File: src/rtl/seq_stream_ctrl.sv
// rtl/seq_stream_ctrl.sv - word stream to serial bit feeder for the 1011 detector, with match counting
module seq_stream_ctrl #(
  parameter int DATA_W = 8,
  parameter int CNT_W  = 16
) (
  input  logic              clk,
  input  logic              reset_n,
  input  logic              s_valid,
  output logic              s_ready,
  input  logic [DATA_W-1:0] s_data,
  input  logic              s_last,
  input  logic              cnt_clr,
  output logic              det_bit,
  output logic              det_reset,
  input  logic              det_seen,
  output logic [CNT_W-1:0]  match_count,
  output logic [CNT_W-1:0]  frame_matches,
  output logic              frame_done
);

  localparam int BCW = (DATA_W > 1) ? $clog2(DATA_W) : 1;
  localparam logic [CNT_W-1:0] CNT_MAX = '1;

  typedef enum logic [1:0] {IDLE, SHIFT, DRAIN} state_t;

  state_t             state, state_nxt;
  logic [DATA_W-1:0]  sreg;
  logic [BCW-1:0]     bit_cnt;
  logic               last_q;
  logic               load;
  logic [CNT_W-1:0]   frame_cnt, frame_cnt_nxt, match_nxt;

  always_comb begin
    state_nxt = state;
    s_ready   = 1'b0;
    det_reset = 1'b0;
    det_bit   = 1'b0;
    load      = 1'b0;
    case (state)
      IDLE: begin
        s_ready   = 1'b1;
        det_reset = 1'b1;
        if (s_valid) begin
          load      = 1'b1;
          state_nxt = SHIFT;
        end
      end
      SHIFT: begin
        det_bit = sreg[DATA_W-1];
        if (bit_cnt == '0) begin
          if (last_q) begin
            state_nxt = DRAIN;
          end else begin
            // A missing word here is a gap: IDLE clears detector history.
            s_ready = 1'b1;
            if (s_valid) load = 1'b1;
            else         state_nxt = IDLE;
          end
        end
      end
      DRAIN: begin
        det_reset = 1'b1;
        state_nxt = IDLE;
      end
      default: state_nxt = IDLE;
    endcase
  end

  always_comb begin
    frame_cnt_nxt = frame_cnt;
    match_nxt     = match_count;
    if (det_seen && frame_cnt != CNT_MAX)   frame_cnt_nxt = frame_cnt + CNT_W'(1);
    if (det_seen && match_count != CNT_MAX) match_nxt = match_count + CNT_W'(1);
    if (cnt_clr)                            match_nxt = '0;
  end

  always_ff @(posedge clk or negedge reset_n) begin
    if (!reset_n) begin
      state   <= IDLE;
      sreg    <= '0;
      bit_cnt <= '0;
      last_q  <= 1'b0;
    end else begin
      state <= state_nxt;
      if (load) begin
        sreg    <= s_data;
        bit_cnt <= BCW'(DATA_W - 1);
        last_q  <= s_last;
      end else if (state == SHIFT && bit_cnt != '0) begin
        sreg    <= {sreg[DATA_W-2:0], 1'b0};
        bit_cnt <= bit_cnt - BCW'(1);
      end
    end
  end

  // DRAIN captures the frame count including the match seen in that cycle.
  always_ff @(posedge clk or negedge reset_n) begin
    if (!reset_n) begin
      frame_cnt     <= '0;
      match_count   <= '0;
      frame_matches <= '0;
      frame_done    <= 1'b0;
    end else begin
      match_count <= match_nxt;
      if (state == DRAIN) begin
        frame_matches <= frame_cnt_nxt;
        frame_cnt     <= '0;
        frame_done    <= 1'b1;
      end else begin
        frame_cnt  <= frame_cnt_nxt;
        frame_done <= 1'b0;
      end
    end
  end

endmodule

File: config.mk
export PLATFORM = sky130hd
export DESIGN_NAME = seq_stream_ctrl
export DESIGN_NICKNAME = d
export VERILOG_FILES = /design/src/rtl/seq_stream_ctrl.sv
export SDC_FILE = /design/constraint.sdc
export NUM_CORES = 1
export LEC_CHECK = 0
export ABC_AREA = 1
export CORE_MARGIN = 4
export CORE_UTILIZATION = 49
export DETAILED_ROUTE_END_ITERATION = 7
export GPL_TIMING_DRIVEN = 0
export PLACE_DENSITY_LB_ADDON = 0.05
export SETUP_SLACK_MARGIN = 0.05
export SYNTH_ARGS = -nofsm -noshare
export SYNTH_HDL_FRONTEND = slang
export SYNTH_SLANG_ARGS = --single-unit
File: constraint.sdc
create_clock -name clk -period 1.5 [get_ports clk]
set_input_delay 0.375 -clock clk [delete_from_list [all_inputs] [get_ports clk]]
set_output_delay 0.375 -clock clk [all_outputs]
set_load 0.03 [all_outputs]
# Word level (Yosys, flattened, before mapping)
# Index checks and enable logic that the tools add are counted.
# Widths: inputs -> output; s select.
classes:
  add_sub_neg: 3
  n_eq_ne: 7
  n_mux: 23
  n_reduce_logical: 10
ops:
  columns: ["operator", "n"]
  rows:
  - ["$mux 16", 4]
  - ["$add 16x1->16 const B", 2]
  - ["$ne 16x16->1 const B", 2]
  - ["$mux 8", 2]
  - ["$mux 1", 8]
  - ["$mux 2", 4]
  - ["$mux 3", 2]
  - ["$ne 2x2->1 const B", 2]
  - ["$pmux 1 s2", 2]
  - ["$pmux 2 s2", 1]
  - ["$reduce_bool 2->1", 2]
  - ["$logic_and 1x1->1", 3]
  - ["$logic_not 3->1", 1]
  - ["$ne 3x3->1 const B", 1]
  - ["$reduce_and 3->1", 1]
  - ["$reduce_bool 3->1", 1]
  - ["$sub 3x1->3 const B", 1]
  - ["$eq 2x1->1 const B", 1]
  - ["$eq 2x2->1 const B", 1]
  - ["$logic_not 2->1", 1]
  - ["$reduce_or 2->1", 1]
totals:
  regBits: 63
  in_bits: 14
  out_inout_bits: 36

# Logic depth before layout (Yosys ltp)
logic_depth:
  word_depth: 5
  depth_mapped: 10

# Least setup slack after synthesis
# OpenSTA, ideal clock, no wires.
synth_path:
  kind: "reg-to-reg"
  from: "reg match_count[0]"
  to: "reg match_count[11]"
  arrival_time_ns: 1.643
  slack_ns: -0.220
  path_stages_with_launch: 11
  path_cell_list: "dfrtp_1 -> ha_1 -> nand2_2 -> nor2_4 -> nand2_2 -> nor2_4 -> nor2_4 -> nor2_8 -> buf_8 -> nand2_1 -> o21ai_1"
synth_between:
  elab_chain_cells: 3
synth_lines:
  columns: ["item", "line", "rtl"]
  rows:
  - ["start, declared", "16", "output logic [CNT_W-1:0] match_count,"]
  - ["start signal, assigned", "104", "match_count <= match_nxt;"]
  - ["$add 16x1->16 or $ne 16x16->1 (tied branches)", "73", "if (det_seen && match_count != CNT_MAX) match_nxt = match_count + CNT_W'(1);"]
  - ["$mux 16 or $logic_and 1x1->1 (tied branches)", "73", null]
  - ["$mux 16 or $reduce_bool 2->1 (tied branches)", null, null]
# Parallel ways exist; a longest one is shown, timed or not. The select of a mux whose other input is x is not followed.
# A chain may end at the register's enable or synchronous reset.

# Worst setup path after layout
layout_path:
  from: "reg bit_cnt[0]"
  to: "out s_ready"
layout_between:
  elab_chain_cells: 3
layout_lines:
  columns: ["item", "line", "rtl"]
  rows:
  - ["start, declared", "28", "logic [BCW-1:0] bit_cnt;"]
  - ["start signal, assigned", "87", "bit_cnt <= BCW'(DATA_W - 1);"]
  - ["start signal, assigned", "91", "bit_cnt <= bit_cnt - BCW'(1);"]
  - ["$logic_not 3->1", "50", "if (bit_cnt == '0) begin"]
  - ["$mux 1", "50", null]
  - ["$pmux 1 s2", "39", "case (state)"]
  - ["end, declared", "9", "output logic s_ready,"]
# No other way between the ends.

==> metrics.md <==
| Metric | Value |
|---|---|
| Switching portion of total power | 0.420 |
| Ranking of synthesized cells by area | dfrtp_1 46%, nand2_1 18%, nand3_1 9.6%, nor2_1 5.7%, inv_1 5.2% |
| Final Net Count | 593 |
| Seq pwr share | 0.338 |
| GR Util met1 | 0.269 |
| Arrival time at the worst endpoint | 1.37 ns |
| Initial antenna violation count | 0 |
| Unique masters post-synth | 31 |
| Crit path max-delay family | flip-flops |
| PortBufs | 49 |
| Post-Syn Area | 3450 sq um |
| Pre-CTS setup slack | -0.502 ns |
| Crit path max fanout | 2 |
| Setup TNS after final layout | -3.90 ns |
| Internal power | 0.00458 W |
| Comb pwr share | 0.449 |
| Post-Syn Instances | 467 |
| Most frequent CP cell | inv_2 |
| Clock Sinks | 63 |
| Clk pwr share | 0.213 |
| Most frequent cells in the layout | 117 x nand2_1, 50 x nand3_1, 46 x dfrtp_1 |
| Total gr overflow | 0 |
| Largest net degree at the start of global routing | 64 |
| Core outline area | 6830 sq um |
| Met2 usage | 0.404 |
| CP Capture Type | primary output |
| Clk Latency, worst-skew pair | 0.34 ns |
| Critical R2R Launch | state[0] |
| Syn_nets | 485 |
| Crit path launch type | flop |
| CTS tree | done |
| I/O pin cnt | 50 |
| DR iter-0 viols | 173 |
| #FFs+latches synth | 63 |
| Hold Violations, Final | 0 |
| Pwr Density | 1530 nW/um^2 |
| RSZ-0062 raised after global routing | yes |
| Initial Utilization | 0.505 |
| Syn avg cell area | 7.38 sq um |
| Worst EP required | 1.12 ns |
| Post-route ant nets | 0 |
| Die Footprint | 8440 sq um |
| DR DRC count | 0 |
| Critical Path, Cell by Cell | inv_2, ha_4, inv_2, nor2_4, nand3_2, o21ai_2, buf_6 |
| Synth Warn # | 0 |
| First drt pass iteration count | 5 |
| Kind of critical path | flop to primary output |
| Clk_skew | 0.0112 ns |
| Layout cell share with drive strength beyond 1 | 0.436 |
| Number of global-route vias before repair | 3411 |
| Worst slew pin tran | 0.796 ns |
| Die height | 91.9 um |
| Clock transition at path regs | 0.07 ns |
| Max cap viols | 0 |
| Via-to-Cell Ratio | 5.35 |
| Final WS setup | -0.244 ns |
| Sequential element share of the synthesized area | 0.457 |
| NetSw | 0.00332 W |
| Hold Path Class | input port to asynchronous set/reset pin |
| Failing checks | setup timing |
| Worst r2r path cells | 6 |
| Detailed-route wire length | 10300 um |
| Std cell rows | 30 |
| Worst-path cell with the longest stage delay | dfrtp_1 |
| HPWL Detailed | 5740 um |
| Slowest stage delay, CP | 0.39 ns |
| Commonest non-fill, non-tap cell in the layout | nand2_1 |
| Root Buffer | clkbuf_8 |
| Die Width | 91.9 um |
| Status | finished with violations |
| H-tree depth | 3 |
| Pleak | 2.53 nW |
| Slew Limit Fails | 0 |
| Cell taking the most area after synthesis | dfrtp_1 |
| Cts bufs inserted | 9 |
| Area grow syn2layout | 49.4% |
| R2R Setup Slk | -0.17 ns |
| GRT busiest layer | met2 |
| Crit Reg-Reg Endpoint | frame_matches[0] |
| Clock buffer depth | 2 |
| Endpoints failing setup | 39 |
| All-Layer GR Usage | 0.226 |
| DR vias | 3615 |
| Final Cycle Share | 1.16 |
| M3 GR Usage | 0.0386 |
| RD Place Congestion | 0.919 |
| Final Critical Period | 1.74 ns |
| Wire per inst | 15.2 um |
| Relative slew margins | 0.470 |
| Synth top area share | 0.457 |
| Max VDD drop | 0.000818 V |
| Max Freq | 574 MHz |
| Global-route wire length before repair | 15400 um |
| Antenna diodes | 0 |
| Critical path buffers and inverters | 3 |
## worst reg2reg max path, cell delays in order, from the launching register on
cell	delay, ns
dfrtp_1	0.38
buf_4	0.17
nor2_2	0.35
inv_1	0.23
clkbuf_2	0.27
nand2_1	0.11
nand2_1	0.05
## layer usage
layer,up-vias,wire length (um),part of all wire
li1,1696,-,-
met1,1786,3980,0.39
met2,108,5560,0.54
met3,25,490,0.048
met4,0,233,0.023
met5,-,0,0
## through the flow
stage / area, sq um / power [W] / cells / util / hold slack [ns]
final: 5150 / 0.00790 / 676 / 0.754 / 0.106
after global routing: 5150 / 0.00836 / 676 / 0.754 / 0.180
after CTS: 4680 / 0.00733 / 653 / 0.685 / 0.152
after detailed placement: 4120 / 0.00543 / 612 / 0.603 / 0.466
after global placement: 4120 / 0.00534 / 612 / 0.603 / 0.463
after floorplan: 3510 / 0.00443 / 467 / - / 0.0794
## synth_stat cells (all sizes together)
library cell / number
buf: 5
nor2: 59
and2: 1
a2111oi: 1
a31oi: 1
a21oi: 7
or2: 3
o211ai: 3
xor2: 5
nand4: 6
inv: 48
nand3b: 2
o21ai: 14
nand3: 66
ha: 4
o21bai: 2
clkinv: 1
xnor2: 1
clkbuf: 5
nor3: 1
nand2: 169
dfrtp: 63
## logic make-up (layout without fill, tap and decap cells)
kind of cell,Yosys count,in the layout,share of synthesized area
flops,63,63,0.457
simple gates,307,307,0.387
fa+ha+maj,4,4,0.0145
buf+inv,59,172,0.0737
xor+xnor,6,6,0.0152
compound gates,28,28,0.0523
## sequential cells by signal, indices dropped and copies added (netlist names)
name           count
frame_cnt         16
frame_matches     16
match_count       16
sreg               8
bit_cnt            3
state              2
frame_done         1
last_q             1
## final cells by class
| cell class | instances | area (sq um) |
|---|---|---|
| clock buffers | 11 | 141 |
| inverters | 49 | 188 |
| clock inverters | 5 | 81.3 |
| fillers | 493 | 1680 |
| flip-flops and latches | 63 | 1600 |
| multi-input cells | 345 | 2110 |
| plain buffers | 10 | 93.8 |
| well taps | 96 | 120 |
| repair buffers | 97 | 817 |
## power by group through the flow
stage / registers (W) / logic [W] / clock network (W)
after floorplan: 0.00303 / 0.00141 / 0
after global placement: 0.00266 / 0.00268 / 0
after detailed placement: 0.00268 / 0.00275 / 0
after CTS: 0.00263 / 0.00301 / 0.00169
after global routing: 0.00274 / 0.00385 / 0.00177
final: 0.00267 / 0.00354 / 0.00168
## what timing repair did
item,in CTS,in global routing
setup buffers,22,25
hold buffers,0,0
pin swaps,12,28
gates resized for setup,181,142
cloned,3,1
setup endpoints to repair,95,79
## how the worst max path moves through the flow
stage / start / end / slack, ns / cells past startpoint
final: bit_cnt[0] / s_ready / -0.24 / 7
after global routing: bit_cnt[0] / s_ready / -0.30 / 7
after CTS: bit_cnt[1] / s_ready / -0.24 / 7
after detailed placement: bit_cnt[0] / s_ready / -0.50 / 7
after global placement: reset_n / match_count[1] / -2.26 / 1
after floorplan: match_count[1] / match_count[8] / -0.08 / 10
No activity file was read; power rests on OpenSTA's default activity.
